[src/rtl/trigger_seq_pkg.sv]
// Shared definitions for trigger_seq: register map, CTRL and STAGE_CFG bit positions,
// the sequencer state type and the per-stage configuration record.
// Sized for the largest legal configuration (12 matchers, 16 stages).
package trigger_seq_pkg;

  localparam int ADDR_CTRL       = 0;
  localparam int ADDR_MATCH_BASE = 8;
  localparam int ADDR_STAGE_BASE = 32;

  localparam int CTRL_ARM        = 0;
  localparam int CTRL_DISARM     = 1;
  localparam int CTRL_LAST_LSB   = 8;

  localparam int CFG_MODE        = 16;
  localparam int CFG_EDGE        = 17;

  localparam int MAX_TMN         = 12;
  localparam int MAX_TSN         = 16;

  typedef enum logic [1:0] {IDLE, ARMED, FIRED} state_t;

  // select is held at full width; bits at or above TMN always stay 0.
  typedef struct packed {
    logic [MAX_TMN-1:0] sel;
    logic               mode_or;
    logic               edge_en;
  } stage_cfg_t;

endpackage

[src/rtl/trigger_matcher.sv]
// One mask/value sample matcher with its own bus decode for MASK and VALUE.
// Latency: hit is combinational from the sample; config writes apply from the next clock.
// Backpressure: none, the parent decides which samples count.
module trigger_matcher
  import trigger_seq_pkg::*;
#(
  parameter int BDW = 32,
  parameter int BAW = 6,
  parameter int SDW = 32,
  parameter int IDX = 0
) (
  input  logic           clk,
  input  logic           rst,
  input  logic           i_wr,
  input  logic [BAW-1:0] i_waddr,
  input  logic [BDW-1:0] i_wdata,
  input  logic [SDW-1:0] i_sample,
  output logic           o_hit
);

  localparam logic [BAW-1:0] A_MASK  = BAW'(ADDR_MATCH_BASE + 2*IDX);
  localparam logic [BAW-1:0] A_VALUE = BAW'(ADDR_MATCH_BASE + 2*IDX + 1);

  logic [SDW-1:0] r_mask;
  logic [SDW-1:0] r_value;

  // Capture MASK/VALUE writes addressed to this matcher.
  always_ff @(posedge clk or negedge rst) begin
    if (!rst) begin
      r_mask  <= '0;
      r_value <= '0;
    end else if (i_wr) begin
      if (i_waddr == A_MASK)  r_mask  <= i_wdata[SDW-1:0];
      if (i_waddr == A_VALUE) r_value <= i_wdata[SDW-1:0];
    end
  end

  // A zero mask compares nothing, so it always hits.
  assign o_hit = ((i_sample ^ r_value) & r_mask) == '0;

endmodule

[src/rtl/trigger_seq.sv]
// Multi-stage sequential trigger: passes samples through, tagging stage-advance/fire events.
// Latency: exactly one cycle from accepted input sample to output.
// Backpressure: sti_tready = sto_tready | ~sto_tvalid; output held stable while stalled.
// Optional: define TRIGGER_SEQ_TIMESTAMP_EN to add the fire_stamp output.
module trigger_seq
  import trigger_seq_pkg::*;
#(
  parameter int BDW = 32,
  parameter int BAW = 6,
  parameter int SDW = 32,
  parameter int TMN = 4,
  parameter int TSN = 4,
  parameter int TCW = 16
) (
  input  logic           clk,
  input  logic           rst,
  output logic           bus_wready,
  input  logic           bus_wvalid,
  input  logic [BAW-1:0] bus_waddr,
  input  logic [BDW-1:0] bus_wdata,
  output logic           sti_tready,
  input  logic           sti_tvalid,
  input  logic [SDW-1:0] sti_tdata,
  input  logic           sto_tready,
  output logic           sto_tvalid,
  output logic [1:0]     sto_tevent,
  output logic [SDW-1:0] sto_tdata,
  output logic           armed,
  output logic           fired
`ifdef TRIGGER_SEQ_TIMESTAMP_EN
  ,
  output logic [31:0]    fire_stamp
`endif
);

  logic                 r_wready;
  stage_cfg_t           r_cfg [MAX_TSN];
  logic [TCW-1:0]       r_n   [MAX_TSN];
  logic [3:0]           r_last;
  state_t               r_state;
  logic [3:0]           r_stage;
  logic [TCW-1:0]       r_cnt;
  logic                 r_armed;
  logic                 r_fired;
  logic                 r_prev_cond;
  logic                 r_tvalid;
  logic [1:0]           r_tevent;
  logic [SDW-1:0]       r_tdata;

  logic                 w_wr, w_ctrl_wr, w_arm, w_disarm, w_stage_wr;
  logic [BAW-1:0]       w_soff;
  logic [3:0]           w_sidx;
  logic [3:0]           w_last_req;
  logic [TMN-1:0]       w_hit;
  logic [MAX_TMN-1:0]   w_hit_ext, w_sel_wr;
  stage_cfg_t           w_cfg;
  logic [TCW-1:0]       w_need;
  logic [TCW:0]         w_cnt_inc;
  logic                 w_cond, w_qual, w_accept, w_step, w_adv, w_fire;

  // Bus decode: CTRL pulses and the stage register window.
  assign w_wr       = bus_wvalid & bus_wready;
  assign w_ctrl_wr  = w_wr && (bus_waddr == BAW'(ADDR_CTRL));
  assign w_arm      = w_ctrl_wr & bus_wdata[CTRL_ARM];
  assign w_disarm   = w_ctrl_wr & bus_wdata[CTRL_DISARM];
  assign w_soff     = bus_waddr - BAW'(ADDR_STAGE_BASE);
  assign w_stage_wr = w_wr && (bus_waddr >= BAW'(ADDR_STAGE_BASE)) && (w_soff < BAW'(2*TSN));
  assign w_sidx     = w_soff[4:1];
  assign w_last_req = bus_wdata[CTRL_LAST_LSB +: 4];

  for (genvar gm = 0; gm < TMN; gm++) begin : g_match
    trigger_matcher #(.BDW(BDW), .BAW(BAW), .SDW(SDW), .IDX(gm)) u_match (
      .clk      (clk),
      .rst      (rst),
      .i_wr     (w_wr),
      .i_waddr  (bus_waddr),
      .i_wdata  (bus_wdata),
      .i_sample (sti_tdata),
      .o_hit    (w_hit[gm])
    );
  end

  // Widen hits and incoming select to the fixed config width, unused bits zero.
  always_comb begin
    w_hit_ext          = '0;
    w_hit_ext[TMN-1:0] = w_hit;
    w_sel_wr           = '0;
    w_sel_wr[TMN-1:0]  = bus_wdata[TMN-1:0];
  end

  // Bus ready rises on the first clock after reset release.
  always_ff @(posedge clk or negedge rst) begin
    if (!rst) r_wready <= 1'b0;
    else      r_wready <= 1'b1;
  end
  assign bus_wready = r_wready;

  // Configuration registers; last stage index is clamped into the implemented range.
  always_ff @(posedge clk or negedge rst) begin
    if (!rst) begin
      for (int s = 0; s < MAX_TSN; s++) begin
        r_cfg[s] <= '0;
        r_n[s]   <= '0;
      end
      r_last <= '0;
    end else begin
      if (w_ctrl_wr)
        r_last <= (w_last_req > 4'(TSN-1)) ? 4'(TSN-1) : w_last_req;
      if (w_stage_wr) begin
        if (!w_soff[0])
          r_cfg[w_sidx] <= '{sel: w_sel_wr, mode_or: bus_wdata[CFG_MODE],
                             edge_en: bus_wdata[CFG_EDGE]};
        else
          r_n[w_sidx] <= bus_wdata[TCW-1:0];
      end
    end
  end

  // Current-stage condition: empty AND selection is true, empty OR selection is false.
  assign w_cfg     = r_cfg[r_stage];
  assign w_need    = (r_n[r_stage] == '0) ? TCW'(1) : r_n[r_stage];
  assign w_cnt_inc = {1'b0, r_cnt} + (TCW+1)'(1);
  assign w_cond    = w_cfg.mode_or ? |(w_hit_ext & w_cfg.sel) : &(w_hit_ext | ~w_cfg.sel);
  assign w_qual    = w_cond & ~(w_cfg.edge_en & r_prev_cond);
  assign w_accept  = sti_tvalid & sti_tready;
  assign w_step    = w_accept & (r_state == ARMED) & w_qual;
  assign w_adv     = w_step & (w_cnt_inc >= {1'b0, w_need});
  assign w_fire    = w_adv & (r_stage == r_last);

  // Sequencer: disarm beats arm; arm restarts from stage 0 in any state.
  always_ff @(posedge clk or negedge rst) begin
    if (!rst) begin
      r_state     <= IDLE;
      r_stage     <= '0;
      r_cnt       <= '0;
      r_armed     <= 1'b0;
      r_fired     <= 1'b0;
      r_prev_cond <= 1'b0;
    end else if (w_disarm) begin
      r_state <= IDLE;
      r_stage <= '0;
      r_cnt   <= '0;
      r_armed <= 1'b0;
      r_fired <= 1'b0;
    end else if (w_arm) begin
      r_state     <= ARMED;
      r_stage     <= '0;
      r_cnt       <= '0;
      r_armed     <= 1'b1;
      r_fired     <= 1'b0;
      r_prev_cond <= 1'b0;
    end else begin
      if (w_accept) r_prev_cond <= w_cond;
      case (r_state)
        ARMED: begin
          if (w_step) begin
            if (w_adv) begin
              r_cnt <= '0;
              if (w_fire) begin
                r_state <= FIRED;
                r_armed <= 1'b0;
                r_fired <= 1'b1;
              end else begin
                r_stage <= r_stage + 4'd1;
              end
            end else if (r_cnt != '1) begin
              r_cnt <= w_cnt_inc[TCW-1:0];
            end
          end
        end
        default: ;
      endcase
    end
  end

  // Output register stage: load on accept, drop valid once the sink has taken it.
  always_ff @(posedge clk or negedge rst) begin
    if (!rst) begin
      r_tvalid <= 1'b0;
      r_tevent <= 2'b00;
      r_tdata  <= '0;
    end else if (w_accept) begin
      r_tvalid <= 1'b1;
      r_tevent <= {w_fire, w_adv};
      r_tdata  <= sti_tdata;
    end else if (sto_tready) begin
      r_tvalid <= 1'b0;
    end
  end

  assign sti_tready = sto_tready | ~r_tvalid;
  assign sto_tvalid = r_tvalid;
  assign sto_tevent = r_tevent;
  assign sto_tdata  = r_tdata;
  assign armed      = r_armed;
  assign fired      = r_fired;

`ifdef TRIGGER_SEQ_TIMESTAMP_EN
  logic [31:0] r_ts;
  logic [31:0] r_stamp;

  // Accepted-sample counter since arm; its value at the firing sample is kept.
  always_ff @(posedge clk or negedge rst) begin
    if (!rst) begin
      r_ts    <= '0;
      r_stamp <= '0;
    end else if (w_arm & ~w_disarm) begin
      r_ts    <= '0;
      r_stamp <= '0;
    end else if (w_accept) begin
      r_ts <= r_ts + 32'd1;
      if (w_fire) r_stamp <= r_ts;
    end
  end
  assign fire_stamp = r_stamp;
`endif

endmodule
[config.mk]
export PLATFORM = sky130hd
export DESIGN_NAME = trigger_seq
export DESIGN_NICKNAME = d
export VERILOG_FILES = /design/src/rtl/trigger_seq_pkg.sv /design/src/rtl/trigger_matcher.sv /design/src/rtl/trigger_seq.sv
export SDC_FILE = /design/constraint.sdc
export NUM_CORES = 1
export LEC_CHECK = 0
export ABC_AREA = 1
export CORE_MARGIN = 10
export CORE_UTILIZATION = 40
export DETAILED_ROUTE_END_ITERATION = 7
export PLACE_DENSITY_LB_ADDON = 0.05
export REMOVE_ABC_BUFFERS = 1
export SETUP_SLACK_MARGIN = 0.02
export SLEW_MARGIN = 10
export SYNTH_ARGS = -nofsm -noshare
export SYNTH_HDL_FRONTEND = slang
export SYNTH_SLANG_ARGS = --single-unit
[constraint.sdc]
create_clock -name clk -period 3.45 [get_ports clk]
set_input_delay 0.69 -clock clk [delete_from_list [all_inputs] [get_ports clk]]
set_output_delay 0.69 -clock clk [all_outputs]
set_load 0.005 [all_outputs]
==> metrics.log <==
INFO  metric run_status = finished, final reports clean
INFO  metric final_layout_size_suffix_gt1_share = between 10 and 15%
INFO  metric worst_r2r_endpoint = r_stage[0]
INFO  metric crit_required = 3.95 ns
INFO  metric place.detailed.hpwl = 53000 um
INFO  metric layout_min_cycle_time = 3.44 ns
INFO  metric first_iter_violations = 1373
INFO  metric wirelength = 78900 um
INFO  metric root_buffer = clkbuf_16
INFO  metric largest_family_of_logic_cells_by_synthesized_area = simple AND/OR/NAND/NOR gates
INFO  metric worstPathBufferInverterCount = 3
INFO  metric grt-ovfl-total = 0
INFO  metric gr-usage-all-layers = 18.9%
INFO  metric slowest_delay = 0.51 ns
INFO  metric core.rowCount = 98
INFO  metric fin_nets = 3398
INFO  metric muxShareOfSynthArea = 0%
INFO  metric power_density = 570 mW/mm^2
INFO  metric p_leak = approximately 16 nW
INFO  metric regToRegSetupSlack = 0.006 ns
INFO  metric synthToLayoutAreaGrowth = 16.9%
INFO  metric start_util = roughly two fifths
INFO  metric synth-edff-count = 0
INFO  metric dieWidth = 290 um
INFO  metric grt_start_max_net_pins = 86
INFO  metric vias_per_cell = 4.95
INFO  metric worstPathCellList = buf_12, buf_16, o21ai_0, o22ai_1, o21ai_1, nand2_1, nor4_2, nand3_1, nand2_1, ha_1, nand4_1, nor4_1, nand2_1, nand4_1, nand4_2, nor2_2, buf_4, nand2_1, nand2_1, nor2_1
INFO  metric wp_data_arrival = 3.94 ns
INFO  metric worstSetupStartpointType = flip-flop
INFO  metric pre_cts_ws = -0.113 ns
INFO  metric fp.dieH = 290 um
INFO  metric drv.max_cap_violation_count = 0
INFO  metric grt_first_pass_wirelength = ~120000 um
INFO  metric finalHoldViolations = 0
INFO  metric synth_adder_area_share = 0.775%
INFO  metric met2_length = 36900 um
INFO  metric die-area = 0.0838 sq mm
INFO  metric synth.largest_area_cell = dfrtp_1
INFO  metric synth_top_cells_by_area = dfrtp_1, nand2_1, o21ai_0, clkbuf_1, nand3_1
INFO  metric synth_top_flop_cell = dfrtp_1
INFO  metric max_slew_margin = 45.8%
INFO  metric initial_antenna_violation_count = 1
INFO  metric syn-instance-count = 3376
INFO  metric crit_path_top_delay_cell = dfrtp_4
INFO  metric drt_pre_antenna_iters = 5
INFO  metric fin_crit_sh = 99.8%
INFO  metric fin_skew = 0.0219 ns
INFO  metric h_tree_lvl_count = 3
INFO  metric final_critical_path_setup_slack = 0.00612 ns
INFO  metric yosysWarnings = 0
INFO  metric wl_met1 = 36200 um
INFO  metric clock_sinks = approximately 670
INFO  metric grt_pass1_vias = 21700
INFO  metric clock_pin_slew_reported_for_the_worst_setup_and_hold_paths_after_clock_tree_synthesis = 0.06 ns
INFO  metric setup_viol = 0
INFO  metric critPathKind = reg -> reg
INFO  metric highest-signal-layer = met5
INFO  metric syn_area_per_cell = 8.61 sq um
INFO  metric postSynthRegisterBits = 671
INFO  metric synth_top_cells_by_count = nand2_1, dfrtp_1, o21ai_0
INFO  metric antenna_viol_nets_final = 0
INFO  metric post-layout-total-power = between 15 and 20 mW
INFO  metric cpMostUsedCell = nand2_1
INFO  metric synth_top_cell_area_share = 57.8%
INFO  metric worst_setup_path_startpoint = r_stage[0]
INFO  metric synth-compound-area-share = 12.3%
INFO  metric min-delay-path-class = in -> async
INFO  metric vdd_ir_drop_max = 0.389 mV
INFO  metric max_slew.worst_pin.slew = 0.812 ns
INFO  metric final_max_slew_viols = 0
INFO  metric synth-xor-area-share = 0.512%
INFO  metric cp_top_family = simple AND/OR/NAND/NOR gates
INFO  metric antenna_cells = 0
INFO  metric post-route-cell-area = 0.0340 sq mm
INFO  metric wire_per_inst = 18.3 um
INFO  metric clock_latency_on_the_worst_skew_pair = 0.62 ns
INFO  metric fmaxAchievable = 290 MHz
INFO  metric grt_setup_unrepaired = true
INFO  metric worst_r2r_startpoint = r_stage[0]
INFO  metric globalplace.congestion = 0.881
INFO  metric ys_types = 45
INFO  metric timing.critical_path.fanout_max = 37
INFO  metric cts-root-to-sink-buffers = 3
INFO  metric layout.filler_cells = approximately 6700
INFO  metric reg2regPathDepth = 20
INFO  metric seq_area_frac_synth = between 50% and 60%
INFO  metric synth_simple_gate_area_share = between 10% and 20%
INFO  metric setup_total_negative_slack = 0 ns
INFO  metric routed-wl-met3 = 3180 um
INFO  metric post_synthesis_cell_area = 0.0291 sq mm
INFO  metric core_region_area = 0.0717 sq mm
INFO  metric buffer_ports.inserted = 113
INFO  metric asyncSetResetFlopFracSynth = 100%
INFO  metric postPlaceCellArea = 0.0311 sq mm
INFO  metric io_pins = 114
INFO  metric synth_most_common_cell = nand2_1
INFO  metric vias_post_dr = about 21000
INFO  metric worst_setup_path_end_kind = flip-flop
INFO  metric numCtsBuffers = 76
INFO  metric drcViolationCount = 0
INFO  metric cts_tree = built
## cell usage in the layout (no fill, tap or decap), types with 3 or more instances in the layout
cell type | Yosys | layout
o21a_1 | 3 | 3
o21ai_0 | 473 | 439
xnor2_1 | 9 | 9
o221ai_1 | 13 | 13
nor2_2 | 0 | 4
o21ai_2 | 16 | 24
a21oi_1 | 64 | 64
or2_2 | 4 | 4
buf_4 | 4 | 135
nand3_1 | 208 | 206
buf_6 | 13 | 3
a221oi_2 | 0 | 7
nand2_2 | 4 | 16
o22ai_1 | 21 | 18
nand4_1 | 28 | 28
o211ai_1 | 14 | 14
inv_1 | 202 | 198
o22ai_2 | 0 | 3
or2_1 | 56 | 56
nor2_1 | 175 | 171
nand2_1 | 877 | 865
clkbuf_8 | 0 | 19
a41oi_1 | 3 | 3
dfrtp_1 | 671 | 667
nor4_2 | 0 | 3
buf_12 | 1 | 23
clkbuf_1 | 386 | 17
dfrtp_2 | 0 | 3
clkbuf_16 | 0 | 80
inv_2 | 5 | 8
or2_0 | 6 | 6
nor3_1 | 7 | 6
o21ai_1 | 22 | 48
ha_1 | 18 | 18
a221oi_1 | 20 | 13
clkinv_2 | 0 | 12
xor2_1 | 8 | 7
clkdlybuf4s50_1 | 0 | 112
bufinv_16 | 0 | 4
inv_4 | 3 | 3
## worst max path at each step
| stage | to | slack (ns) | depth (start not counted) |
|---|---|---|---|
| floorplan | r_cnt[10] | -3.99 | 17 |
| global placement | r_state[0] | -0.13 | 23 |
| detailed placement | r_state[0] | -0.11 | 23 |
| CTS | r_state[0] | 0.02 | 23 |
| global route | r_stage[0] | -0.22 | 23 |
| finish | r_stage[0] | 0.006 | 20 |
## flip-flops by register name, indices dropped and copies added (netlist names)
| name | count |
|---|---|
| sto_tdata | 32 |
| bus_wready | 1 |
| sto_tvalid | 1 |
| r_last | 4 |
| r_stage | 4 |
| g_match.u_match.r_mask | 128 |
| g_match.u_match.r_value | 128 |
| sto_tevent | 2 |
| r_prev_cond | 1 |
| r_cnt | 16 |
| r_n | 256 |
| r_state | 2 |
| r_cfg | 96 |
## metal layers
metal | vias up | track usage (%)
met4 | 2 | 6.33
met2 | 392 | 30.6
met3 | 133 | 3.34
met1 | 10200 | 25.5
met5 | - | 0
li1 | 10600 | -
## through the flow
| step | hold slack (ns) | util, % | cells |
|---|---|---|---|
| after floorplan | 0.346 | - | 2949 |
| after global placement | 0.357 | 43.4 | 4167 |
| after detailed placement | 0.360 | 43.4 | 4167 |
| after CTS | 0.0775 | 47.0 | 4304 |
| after global routing | 0.101 | 47.4 | 4313 |
| final | 0.0900 | 47.4 | 4313 |
## logic make-up after synthesis
group | count (synthesis)
other cells | 1
compound gates | 653
fa+ha+maj | 18
flops | 671
buf+inv | 638
simple gates | 1378
xor+xnor | 17
## where the power goes
group / total (mW) / switching, mW / leakage, nW / internal, mW
sequential: 8.54 / 0.265 / 9.15 / 8.28
combinational: 2.70 / 1.59 / 5.77 / 1.12
clock: 8.14 / 3.24 / 1.26 / 4.90
total: 19.4 / 5.09 / 16.2 / 14.3
## area by class of cell
| type | count | area (sq um) | share of cell area [%] |
|---|---|---|---|
| Multi-Input combinational cell | 2067 | 9890 | 29.1 |
| Clock inverter | 21 | 238 | 0.700 |
| Sequential cell | 671 | 16800 | 49.4 |
| Timing Repair Buffer | 278 | 2760 | 8.11 |
| Inverter | 211 | 807 | 2.37 |
| Tap cell | 950 | 1190 | 3.50 |
| Clock buffer | 115 | 2300 | 6.78 |
## what timing repair did
action / in CTS / in global routing
endpoints found under the setup margin: 23 / 24
hold buffers: 0 / 0
gates cloned: 1 / 1
setup buffers: 0 / 8
resized for setup: 6 / 74
pin swaps: 2 / 25
No activity file was read; power rests on OpenSTA's default activity.
